<file path="src/rtl/fetch_decode_queue.sv">
`default_nettype none
// ============================================================================
//  Module      : fetch_decode_queue
//  Description : Fetch-to-decode instruction queue. DEPTH-entry FIFO holding
//                {instruction, PC+4} pairs with valid/ready handshakes on both
//                sides, a flush that discards every queued word, and
//                pre-split instruction fields on the head entry.
//  Revision    : 1.0 - initial release
// ============================================================================
module fetch_decode_queue #(
    parameter int                   DATA_W = 16,
    parameter int                   DEPTH  = 2,
    parameter logic [DATA_W-1:0]    NOP    = '0
) (
    input  logic                            clock,
    input  logic                            reset_n,
    // fetch side
    input  logic                            in_valid,
    output logic                            in_ready,
    input  logic [DATA_W-1:0]               in_instr,
    input  logic [DATA_W-1:0]               in_pc4,
    // branch-taken discard
    input  logic                            flush,
    // decode side
    output logic                            out_valid,
    input  logic                            out_ready,
    output logic [DATA_W-1:0]               out_instr,
    output logic [DATA_W-1:0]               out_pc4,
    output logic [3:0]                      out_opcode,
    output logic [3:0]                      out_rd,
    output logic [3:0]                      out_rs,
    output logic [3:0]                      out_rt,
    output logic [DATA_W-1:0]               out_imm,
    output logic [$clog2(DEPTH):0]          count
);

    // Pointer and occupancy widths; the occupancy needs one extra bit so
    // that a full queue (count == DEPTH) is representable.
    localparam int                  c_PTR_W    = $clog2(DEPTH);
    localparam int                  c_CNT_W    = c_PTR_W + 1;
    localparam logic [c_PTR_W-1:0]  c_PTR_ONE  = c_PTR_W'(1);
    localparam logic [c_CNT_W-1:0]  c_CNT_ONE  = c_CNT_W'(1);
    localparam logic [c_CNT_W-1:0]  c_CNT_FULL = c_CNT_W'(DEPTH);

    // Entry storage; contents are meaningless until written, so no reset.
    logic [DATA_W-1:0]  r_instr_mem [DEPTH];
    logic [DATA_W-1:0]  r_pc4_mem   [DEPTH];

    logic [c_PTR_W-1:0] r_wr_ptr;
    logic [c_PTR_W-1:0] r_rd_ptr;
    logic [c_CNT_W-1:0] r_count;

    logic               w_in_ready;
    logic               w_out_valid;
    logic               w_push;
    logic               w_pop;
    logic [DATA_W-1:0]  w_head_instr;
    logic [DATA_W-1:0]  w_head_pc4;

    // Handshake qualifiers. A full queue never accepts a word, even when the
    // head is popped in the same cycle: no bypass path from pop to push.
    assign w_in_ready  = (r_count < c_CNT_FULL);
    assign w_out_valid = (r_count != '0);
    assign w_push      = in_valid  & w_in_ready;
    assign w_pop       = w_out_valid & out_ready;

    // Pointer and occupancy bookkeeping. Flush wins over any same-cycle
    // push or pop; pointers wrap naturally because DEPTH is a power of two.
    always_ff @(posedge clock or negedge reset_n) begin
        if (!reset_n) begin
            r_wr_ptr <= '0;
            r_rd_ptr <= '0;
            r_count  <= '0;
        end else if (flush) begin
            r_wr_ptr <= '0;
            r_rd_ptr <= '0;
            r_count  <= '0;
        end else begin
            if (w_push) begin
                r_wr_ptr <= r_wr_ptr + c_PTR_ONE;
            end
            if (w_pop) begin
                r_rd_ptr <= r_rd_ptr + c_PTR_ONE;
            end
            case ({w_push, w_pop})
                2'b10:   r_count <= r_count + c_CNT_ONE;
                2'b01:   r_count <= r_count - c_CNT_ONE;
                default: r_count <= r_count;
            endcase
        end
    end

    // Capture accepted words at the write pointer; a word arriving together
    // with a flush is dropped.
    always_ff @(posedge clock) begin
        if (w_push && !flush) begin
            r_instr_mem[r_wr_ptr] <= in_instr;
            r_pc4_mem[r_wr_ptr]   <= in_pc4;
        end
    end

    // Head selection: the stored entry when valid, otherwise a NOP with a
    // zero PC+4 so that decode sees a harmless instruction while idle.
    always_comb begin
        w_head_instr = NOP;
        w_head_pc4   = '0;
        if (w_out_valid) begin
            w_head_instr = r_instr_mem[r_rd_ptr];
            w_head_pc4   = r_pc4_mem[r_rd_ptr];
        end
    end

    // Pre-split fields are plain slices of the head instruction; the
    // immediate is the low byte sign-extended to the full data width.
    always_comb begin
        out_opcode = w_head_instr[15:12];
        out_rd     = w_head_instr[11:8];
        out_rs     = w_head_instr[7:4];
        out_rt     = w_head_instr[3:0];
        out_imm    = {{(DATA_W-8){w_head_instr[7]}}, w_head_instr[7:0]};
    end

    assign in_ready  = w_in_ready;
    assign out_valid = w_out_valid;
    assign out_instr = w_head_instr;
    assign out_pc4   = w_head_pc4;
    assign count     = r_count;

endmodule
`default_nettype wire
</file>
<file path="config.mk">
export PLATFORM = sky130hd
export DESIGN_NAME = fetch_decode_queue
export DESIGN_NICKNAME = d
export VERILOG_FILES = /design/src/rtl/fetch_decode_queue.sv
export SDC_FILE = /design/constraint.sdc
export NUM_CORES = 1
export LEC_CHECK = 0
export CAP_MARGIN = 40
export CELL_PAD_IN_SITES_DETAIL_PLACEMENT = 1
export CELL_PAD_IN_SITES_GLOBAL_PLACEMENT = 1
export CORE_UTILIZATION = 38
export CTS_CLUSTER_DIAMETER = 40
export CTS_CLUSTER_SIZE = 25
export DETAILED_ROUTE_END_ITERATION = 8
export PLACE_DENSITY = 0.88
export SETUP_SLACK_MARGIN = 0.3
export SLEW_MARGIN = 10
export SYNTH_ARGS = -nofsm -noshare
export SYNTH_HDL_FRONTEND = slang
export SYNTH_SLANG_ARGS = --single-unit
</file>
<file path="constraint.sdc">
create_clock -name clock -period 9.2 [get_ports clock]
set_input_delay 2.76 -clock clock [delete_from_list [all_inputs] [get_ports clock]]
set_output_delay 2.76 -clock clock [all_outputs]
set_load 0.05 [all_outputs]
</file>
==> results of run 1 <==
-- through the flow --
| step | area, um2 | utilization [%] | setup WS, ns |
|---|---|---|---|
| 2_1_floorplan | 2890 | - | 3.51 |
| 3_3_place_gp | 3810 | 52.2 | 3.95 |
| 3_5_place_dp | 3830 | 52.6 | 4.15 |
| 4_1_cts | 3990 | 54.8 | 3.77 |
| 5_1_grt | 3990 | 54.8 | 3.65 |
| 6_report | 3990 | 54.8 | 3.85 |
-- area by class of cell --
type                       count  share of cell area (%)
multi-input combinational     81                    14.3
inverter                       2                   0.188
clock inverter                 5                   0.721
clock buffer                  11                    3.29
sequential                    68                    50.7
timing repair buffer         110                    27.7
tap                           99                    3.10
-- cells by family after synthesis --
group,count (synthesis),synth area share (%)
flops,68,70.0
xor+xnor,2,0.606
buf+inv,41,10.5
compound gates,4,0.823
mux,33,11.5
simple gates,42,6.58
-- worst max path at each step --
stage | slack (ns) | to | depth (start not counted) | from
after detailed placement | 4.15 | out_imm[14] | 3 | r_rd_ptr
after floorplan | 3.51 | r_instr_mem[1][0] | 2 | in_valid
final | 3.85 | out_imm[14] | 3 | r_rd_ptr
after global routing | 3.65 | out_imm[15] | 3 | r_rd_ptr
after CTS | 3.77 | out_imm[14] | 3 | r_rd_ptr
after global placement | 3.95 | out_imm[10] | 3 | r_rd_ptr
-- routing by layer --
metal | up-vias | global-route usage [%]
met3 | 8 | 4.43
li1 | 808 | -
met5 | - | 0
met2 | 74 | 28.7
met1 | 812 | 15.7
met4 | 0 | 6.49
-- Yosys cell counts, drive strengths merged --
cell and instances:
nand2 1, inv 2, mux2 1, nand2b 2, nor2b 2, nor3 1
buf 39, edfxtp 64, xor2 2, nor2 35, mux2i 32, o21ai 2
dfrtp 4, nor3b 1, a21oi 2
-- state kept, by name, summed over array words and instances (netlist names) --
register	cells
r_wr_ptr	1
r_instr_mem	32
r_pc4_mem	32
r_rd_ptr	1
count	2
-- placed cells by master (no fill, tap or decap), drive strengths merged --
| cell | count |
|---|---|
| mux2 | 1 |
| nor3 | 1 |
| xor2 | 2 |
| buf | 6 |
| dfrtp | 4 |
| inv | 2 |
| clkdlybuf4s50 | 104 |
| nand2 | 1 |
| clkinv | 5 |
| o21ai | 2 |
| nor2 | 35 |
| a21oi | 2 |
| edfxtp | 64 |
| mux2i | 32 |
| nor2b | 2 |
| nor3b | 1 |
| nand2b | 2 |
| clkbuf | 11 |
-- power by group --
part | internal [mW] | leakage [nW] | switching [mW] | total [mW]
clock | 0.0965 | 0.0868 | 0.105 | 0.201
sequential | 0.353 | 0.639 | 0.00705 | 0.360
combinational | 0.0618 | 0.608 | 0.108 | 0.169
-- critical path, cell delays in order (launching register included) --
cell             delay, ns
dfrtp_2               0.72
mux2i_1               0.14
nor2_1                0.46
clkdlybuf4s50_1       0.92
==> impl_metrics.json, run 1 <==
{
  "worst_setup_path_start_kind": "register",
  "fin_nets": 309,
  "clk_latency_ns": 0.33,
  "remaining_drc_errors": 0,
  "critPathMaxFanout": 17,
  "synth_top_area_share_pct": 66.5,
  "ff2ff_path_depth": 3,
  "peakVddDrop_uv": 116,
  "die-area_mm2": 0.00796,
  "tns_ns": 0,
  "drv_slew": 0,
  "cts_hold_buf": 0,
  "cts_resized": 0,
  "antenna_cells": 0,
  "hp-start": "r_wr_ptr",
  "regArea_mm2": 0.00202,
  "post-cts-setup-buffers": 0,
  "whs_path_depth": 2,
  "grt_usage_pct": 15.2,
  "worstPathRequired_ns": 6.44,
  "dr.pass1.iters": 2,
  "die_h_um": 89.2,
  "power_uw": 731,
  "hold_path_end": "r_wr_ptr",
  "r2r-end": "r_pc4_mem[1][12]",
  "layout.cells.non_filler": 376,
  "worst_slew_margin_rel_pct": 62.6,
  "status": "complete, no violations",
  "end_kind": "output port",
  "cts-buffers-inserted": 9,
  "wl_met2_um": 3030,
  "antenna_found_initial": 0,
  "cts_tree": "built",
  "syn_inst": 190,
  "via_per_inst": 4.53,
  "wl_met1_um": 2160,
  "synth_area_leaders": "edfxtp_1 (67%), mux2i_1 (11%), buf_4 (8.6%)",
  "grt_pass1_vias": 1775,
  "finClkSkew_ns": 0.0107,
  "fill_cells": 728,
  "yosys_warnings": 0,
  "r2r_slack_ns": 7.70,
  "ant_nets": 0,
  "synth-seq-area-share_pct": 70.0,
  "syn2layout_area_growth_pct": 38.2,
  "grt_max_degree": 34,
  "htreeDepth": 3,
  "leakagePower_nw": 1.33,
  "grt_first_pass_wirelength_um": 8650,
  "reg2reg_from": "count[1]",
  "start_util_pct": 39.6,
  "portBuffers": 104,
  "cts_buffer_depth": 2,
  "clock.fmax_ghz": 0.187,
  "synth_area_mm2": 0.00289,
  "synth_area_per_cell_um2": 15.2,
  "synth-seq-cells": 68,
  "gp_congestion": 0.668,
  "core_mm2": 0.00729,
  "met3_length_um": 395,
  "grt_overflow": 0,
  "cts.sink_count": 68,
  "pin_count": 105,
  "wl_um": 5660,
  "period_share_pct": 58.1,
  "holdWs_ns": 0.621,
  "power_density_mw_per_mm2": 183,
  "dp_cells": 360,
  "arrival_ns": 2.59,
  "drv_cap": 0,
  "finalHoldViolations": 0,
  "rsz0062_at_grt": "no",
  "cts.clk_slew.worst_paths_ns": 0.07,
  "setup_violations": 0,
  "root_buffer": "clkbuf_8",
  "detail_route.wl_per_cell_um": 15.0,
  "rows": 31,
  "multiInputGateArea_um2": 573,
  "dp_hpwl_um": 4160,
  "worst_pin_slew_ns": 0.560,
  "top_layer": "met4",
  "synth_fp_nets": 227,
  "setup.worst_path.class": "reg2out",
  "hold_class": "reg2reg",
  "drive_above_1_share_pct": 10.1,
  "min_period_ns": 5.35,
  "die_w_um": 89.2,
  "vias": 1702,
  "drtIter0Drc": 88,
  "synth_top_area_cell": "edfxtp_1",
  "yosysUniqueCellTypes": 21
}
(Power assumes the default switching activity.)
==> run 2, diff against run 1 <==
--- a/config.mk
+++ b/config.mk
@@ -8,11 +8,11 @@
 export CAP_MARGIN = 40
 export CELL_PAD_IN_SITES_DETAIL_PLACEMENT = 1
 export CELL_PAD_IN_SITES_GLOBAL_PLACEMENT = 1
-export CORE_UTILIZATION = 38
+export CORE_UTILIZATION = 32
 export CTS_CLUSTER_DIAMETER = 40
 export CTS_CLUSTER_SIZE = 25
 export DETAILED_ROUTE_END_ITERATION = 8
-export PLACE_DENSITY = 0.88
+export PLACE_DENSITY = 0.79
 export SETUP_SLACK_MARGIN = 0.3
 export SLEW_MARGIN = 10
 export SYNTH_ARGS = -nofsm -noshare
==> constraint.sdc (replaced) <==
create_clock -name clock -period 4.6 [get_ports clock]
set_input_delay 1.38 -clock clock [delete_from_list [all_inputs] [get_ports clock]]
set_output_delay 1.38 -clock clock [all_outputs]
set_load 0.05 [all_outputs]
==> run 2 against run 1 <==
  * Clock power grew 130%
  * Highest routed layer unchanged
  * Die area up 18%
  * Largest power group unchanged
  * Cell count up 2.1%
  * Clock-buffer cell count fell by 1
  * Core utilization shrank 8.6 points
  * Non-clock buffer count is the same
  * Combinational power increased by 100%
  * Routed wire length is 0.35% lower
  * Sequential share of layout area down 0.46 points
  * First-iteration DRC count down 38%
  * Global-route usage is 3.2 points lower
==> impl_metrics.json, run 2 (same netlist as run 1, synthesis figures left out) <==
{
  "end_kind": "output port",
  "portBuffers": 104,
  "grt_max_degree": 20,
  "wl_um": 5640,
  "post-route-util_pct": 46.2,
  "cts.clk_slew.worst_paths_ns": 0.07,
  "dp_hpwl_um": 3990,
  "drv_slew": 0,
  "remaining_drc_errors": 0,
  "cts_hold_buf": 0,
  "antenna_cells": 0,
  "die_w_um": 97.0,
  "seq_power_share_pct": 47.2,
  "fin_nets": 309,
  "setup_violations": 0,
  "via_per_inst": 4.45,
  "detail_route.wl_per_cell_um": 14.7,
  "leakagePower_nw": 1.35,
  "vias": 1707,
  "min_period_ns": 3.81,
  "ant_nets": 0,
  "finClkSkew_ns": 0.0105,
  "final_area_mm2": 0.00403,
  "grt_overflow": 0,
  "dp_cells": 369,
  "max_stage_delay_ns": 0.92,
  "pwr-share-clk_pct": 30.3,
  "clock.fmax_ghz": 0.263,
  "die_h_um": 97.0,
  "rows": 34,
  "cts-buffers-inserted": 9,
  "peakVddDrop_uv": 192,
  "worstPathCellList": "nor2_4, nor2_1, clkdlybuf4s50_1",
  "setup.worst_path.class": "reg2out",
  "internal_power_mw": 1.07,
  "layout_common_cells": "clkdlybuf4s50_1 (104), edfxtp_1 (64), nor2_1 (34)",
  "post-cts-setup-buffers": 0,
  "grt_first_pass_wirelength_um": 8710,
  "pin_count": 105,
  "antenna_found_initial": 0,
  "finalHoldViolations": 0,
  "htreeDepth": 3,
  "dp_worst_setup_slack_ns": 1.10,
  "clk_latency_ns": 0.33,
  "grt_pass1_vias": 1796,
  "drive_above_1_share_pct": 10.1,
  "grt_usage_pct": 12.1,
  "root_buffer": "clkbuf_8",
  "worst_slack_ns": 0.791,
  "syn2layout_area_growth_pct": 39.5,
  "core_mm2": 0.00872,
  "layout.cells.non_filler": 384,
  "die-area_mm2": 0.00941,
  "cts_tree": "built",
  "hold_class": "reg2reg",
  "dr.pass1.iters": 4,
  "worst_pin_slew_ns": 0.828,
  "power.switching_uw": 444,
  "cts_buffer_depth": 2,
  "arrival_ns": 2.43,
  "critPathMaxFanout": 19,
  "worst_slew_margin_rel_pct": 44.7,
  "worst_setup_path_start_kind": "register",
  "share_comb_of_total_power_pct": 22.5,
  "final_common_cell": "clkdlybuf4s50_1",
  "status": "complete, no violations",
  "postPlaceCellArea_mm2": 0.00385,
  "drv_cap": 0,
  "power_density_mw_per_mm2": 377,
  "slowest_stage": "clkdlybuf4s50_1",
  "gp_congestion": 0.663,
  "start_util_pct": 33.1,
  "rsz0062_at_grt": "no",
  "worstPathRequired_ns": 3.22,
  "tns_ns": 0,
  "drtIter0Drc": 55,
  "swShare_pct": 29.2,
  "cts_resized": 0,
  "cts.sink_count": 68,
  "period_share_pct": 82.8
}
-- run 2: cell count changes in the layout (fill, tap and decap cells not counted) --
| cell | before | now |
|---|---|---|
| buf_12 | 0 | 1 |
| buf_16 | 1 | 0 |
| bufinv_16 | 0 | 1 |
| clkbuf_1 | 2 | 1 |
| clkinv_2 | 4 | 3 |
| nor2_2 | 1 | 0 |
| nor2_4 | 0 | 1 |
| nor3b_2 | 1 | 0 |
| nor3b_4 | 0 | 1 |
-- run 2: metrics by stage --
stage | hold WS, ns | power [mW]
finish | 0.621 | 1.52
global route | 0.631 | 1.57
CTS | 0.623 | 1.54
detailed placement | 0.603 | 1.08
global placement | 0.565 | 1.07
floorplan | 0.518 | 0.970
-- run 2: critical path: cells and delay by family, from the launching register on --
| family | cells | cell delay [ns] |
|---|---|---|
| flops | 1 | 0.49 |
| simple gates | 2 | 0.69 |
| buf+inv | 1 | 0.92 |
-- run 2: layout make-up --
cell class	instances	area, um2
Inverter	2	7.51
Sequential cell	68	2020
Multi-Input combinational cell	81	584
Clock buffer	10	128
Clock inverter	5	53.8
Tap cell	108	135
Timing Repair Buffer	110	1100
Fill cell	885	4690
-- run 2: power by group through the flow --
| stage | clock network, mW | logic (mW) | registers (mW) |
|---|---|---|---|
| after global placement | 0 | 0.342 | 0.728 |
| after CTS | 0.474 | 0.347 | 0.717 |
| after floorplan | 0 | 0.240 | 0.729 |
| after global routing | 0.498 | 0.358 | 0.718 |
| final | 0.460 | 0.342 | 0.716 |
| after detailed placement | 0 | 0.346 | 0.730 |
-- run 2: layer usage --
layer | track usage, % | wire length [um] | part of all wire (%) | vias up
met5 | 0 | 0 | 0 | -
met4 | 4.13 | 33 | 0.59 | 0
met3 | 4.34 | 350 | 6.2 | 4
met2 | 21.7 | 2950 | 52 | 72
met1 | 13.0 | 2300 | 41 | 829
li1 | - | - | - | 802
-- run 2: final timing paths --
path,slack (ns),startpoint,cells after the start,end
worst max-delay path,0.79,count[1],3,out_imm[13]
worst min-delay path,0.62,r_wr_ptr,2,r_wr_ptr
worst max register to register,2.65,count[1],3,r_instr_mem[1][14]
worst min register to register,0.62,r_wr_ptr,2,r_wr_ptr
max in group asynchronous,3.16,reset_n,1,r_rd_ptr
min in group asynchronous,1.26,reset_n,1,count[0]
==> patch, RTL diff (settings of run 2) <==
Put one more register stage on the output `count`, cleared by the reset. The value now appears one clock later. The other outputs are not delayed to match.
--- a/src/rtl/fetch_decode_queue.sv
+++ b/src/rtl/fetch_decode_queue.sv
@@ -124,7 +124,13 @@
     assign out_valid = w_out_valid;
     assign out_instr = w_head_instr;
     assign out_pc4   = w_head_pc4;
-    assign count     = r_count;
+    always_ff @(posedge clock or negedge reset_n) begin
+        if (!reset_n) begin
+            count <= '0;
+        end else begin
+            count <= r_count;
+        end
+    end
 
 endmodule
 `default_nettype wire
Formal check against the unedited RTL: not equivalent (a bounded check fails within 4 cycles, from zero or initial values and one cycle with reset_n low).
==> patch against run 2 <==
  * Sequential power increased by 2.8%
  * Wire length increased by 0.85%
  * Core utilization is 0.49 points higher
  * Clock power up 15%
  * Total power increased by 11%
  * Via count grew 0.64%
  * Combinational power is 21% higher
  * Critical path type unchanged
  * Synthesized cell count rose by 1.6%
  * Synthesized area increased by 0.91%
  * Global-route usage rose by 0.20 points
  * Final area increased by 1.6%
  * Worst setup slack improved by 40 ps
  * Sequential cell count increased by 2
==> patch: results (changes against run 2) <==
INFO  metric final.min_clock_period = 3770 ps (-39.7 ps)
INFO  metric worst_slew_pin_slew = 631 ps (-197 ps)
INFO  metric grt_start_max_net_pins = 33 (+65%)
INFO  metric post_synth_most_frequent_cells = sky130_fd_sc_hd__edfxtp_1, sky130_fd_sc_hd__buf_4, sky130_fd_sc_hd__nor2_1
INFO  metric grt_use_total = 12.3% (+0.20 points)
INFO  metric routabilityCongestion = 0.665 (+0.23%)
INFO  metric final_net_count = 313 (+1.3%)
INFO  metric met2_length = 3010 um (+2.0%)
INFO  metric vias = 1718 (+0.64%)
INFO  metric placed_cells_incl_taps = 373 (+1.1%)
INFO  metric grt_pass1_vias = 1865 (+3.8%)
INFO  metric half_perimeter_wire_length_after_detailed_placement = 4030 um (+1.0%)
INFO  metric groute.layer.met3.usage = 3.02% (-1.3 points)
INFO  metric placed_area = 3880 um^2 (+0.78%)
INFO  metric max-vdd-ir-drop = 0.227 mV (+18%)
INFO  metric layout.filler_cells = 894 (+1.0%)
INFO  metric synthesis.area_per_instance = 15.1 um^2 (-0.66%)
INFO  metric critPathLaunch = r_rd_ptr
INFO  metric skew = 10.3 ps (-0.170 ps)
INFO  metric final-instance-count-excl-fill = 389 (+1.3%)
INFO  metric worstPathArrival = 2390 ps (-40 ps)
INFO  metric routed-wl-met3 = 272 um (-22%)
INFO  metric wirelength_met1 = 2320 um (+0.87%)
INFO  metric synth.distinct_cells = 17 (-19%)
INFO  metric post_synth_main_area_contributors = sky130_fd_sc_hd__edfxtp_1, sky130_fd_sc_hd__mux2i_1, sky130_fd_sc_hd__buf_4, sky130_fd_sc_hd__dfrtp_1, sky130_fd_sc_hd__nor2_1
INFO  metric whs = 518 ps (-103 ps)
INFO  metric reg2reg_to = r_instr_mem[1][10]
INFO  metric dr.first_iter.drc_count = 43 (-22%)
INFO  metric met2_usage = 22.2% (+0.49 points)
INFO  metric postSynthNetCount = 230 (+1.3%)
INFO  metric drive_above_1_share = 9.25% (-0.89 points)
INFO  metric run_status = complete, no violations
INFO  metric detailedPlace.worstSlack = 1160 ps (+57.7 ps)
INFO  metric min_from = r_count[0]
INFO  metric grtUsageMet1 = 13.5% (+0.50 points)
INFO  metric synth_seq_area_share = 71.1% (+1.1 points)
INFO  metric r2r_setup_slack = 3000 ps (+350 ps)
INFO  metric capturing_element_of_the_worst_setup_path = out_imm[12]
INFO  metric power.leakage = 1.39 nW (+3.5%)
[patch: logic make-up (layout without fill, tap and decap cells)]
family / Yosys count / after routing / synth area share (%)
buffers and inverters: 41 / 129 / 10.0
AO/OA/AOI/OAI: 5 / 5 / 0.944
XOR/XNOR: 2 / 2 / 0.601
flip-flops: 70 / 70 / 71.1
multiplexers: 33 / 33 / 11.3
AND/OR/NAND/NOR: 42 / 42 / 6.01
[patch: area by class of cell]
class / count / area (um^2) / area share, %
clock inverters: 6 / 86.3 / 2.11
inverters: 2 / 7.51 / 0.183
multi-input cells: 82 / 569 / 13.9
clock buffers: 10 / 128 / 3.12
well taps: 108 / 135 / 3.30
flip-flops and latches: 70 / 2070 / 50.7
repair buffers: 111 / 1090 / 26.7
[patch: power breakdown]
group          internal [mW]  leakage, nW  switching (mW)
registers              0.725        0.665          0.0113
logic                  0.143        0.619           0.269
clock network          0.305        0.108           0.225
total                   1.17         1.39           0.505
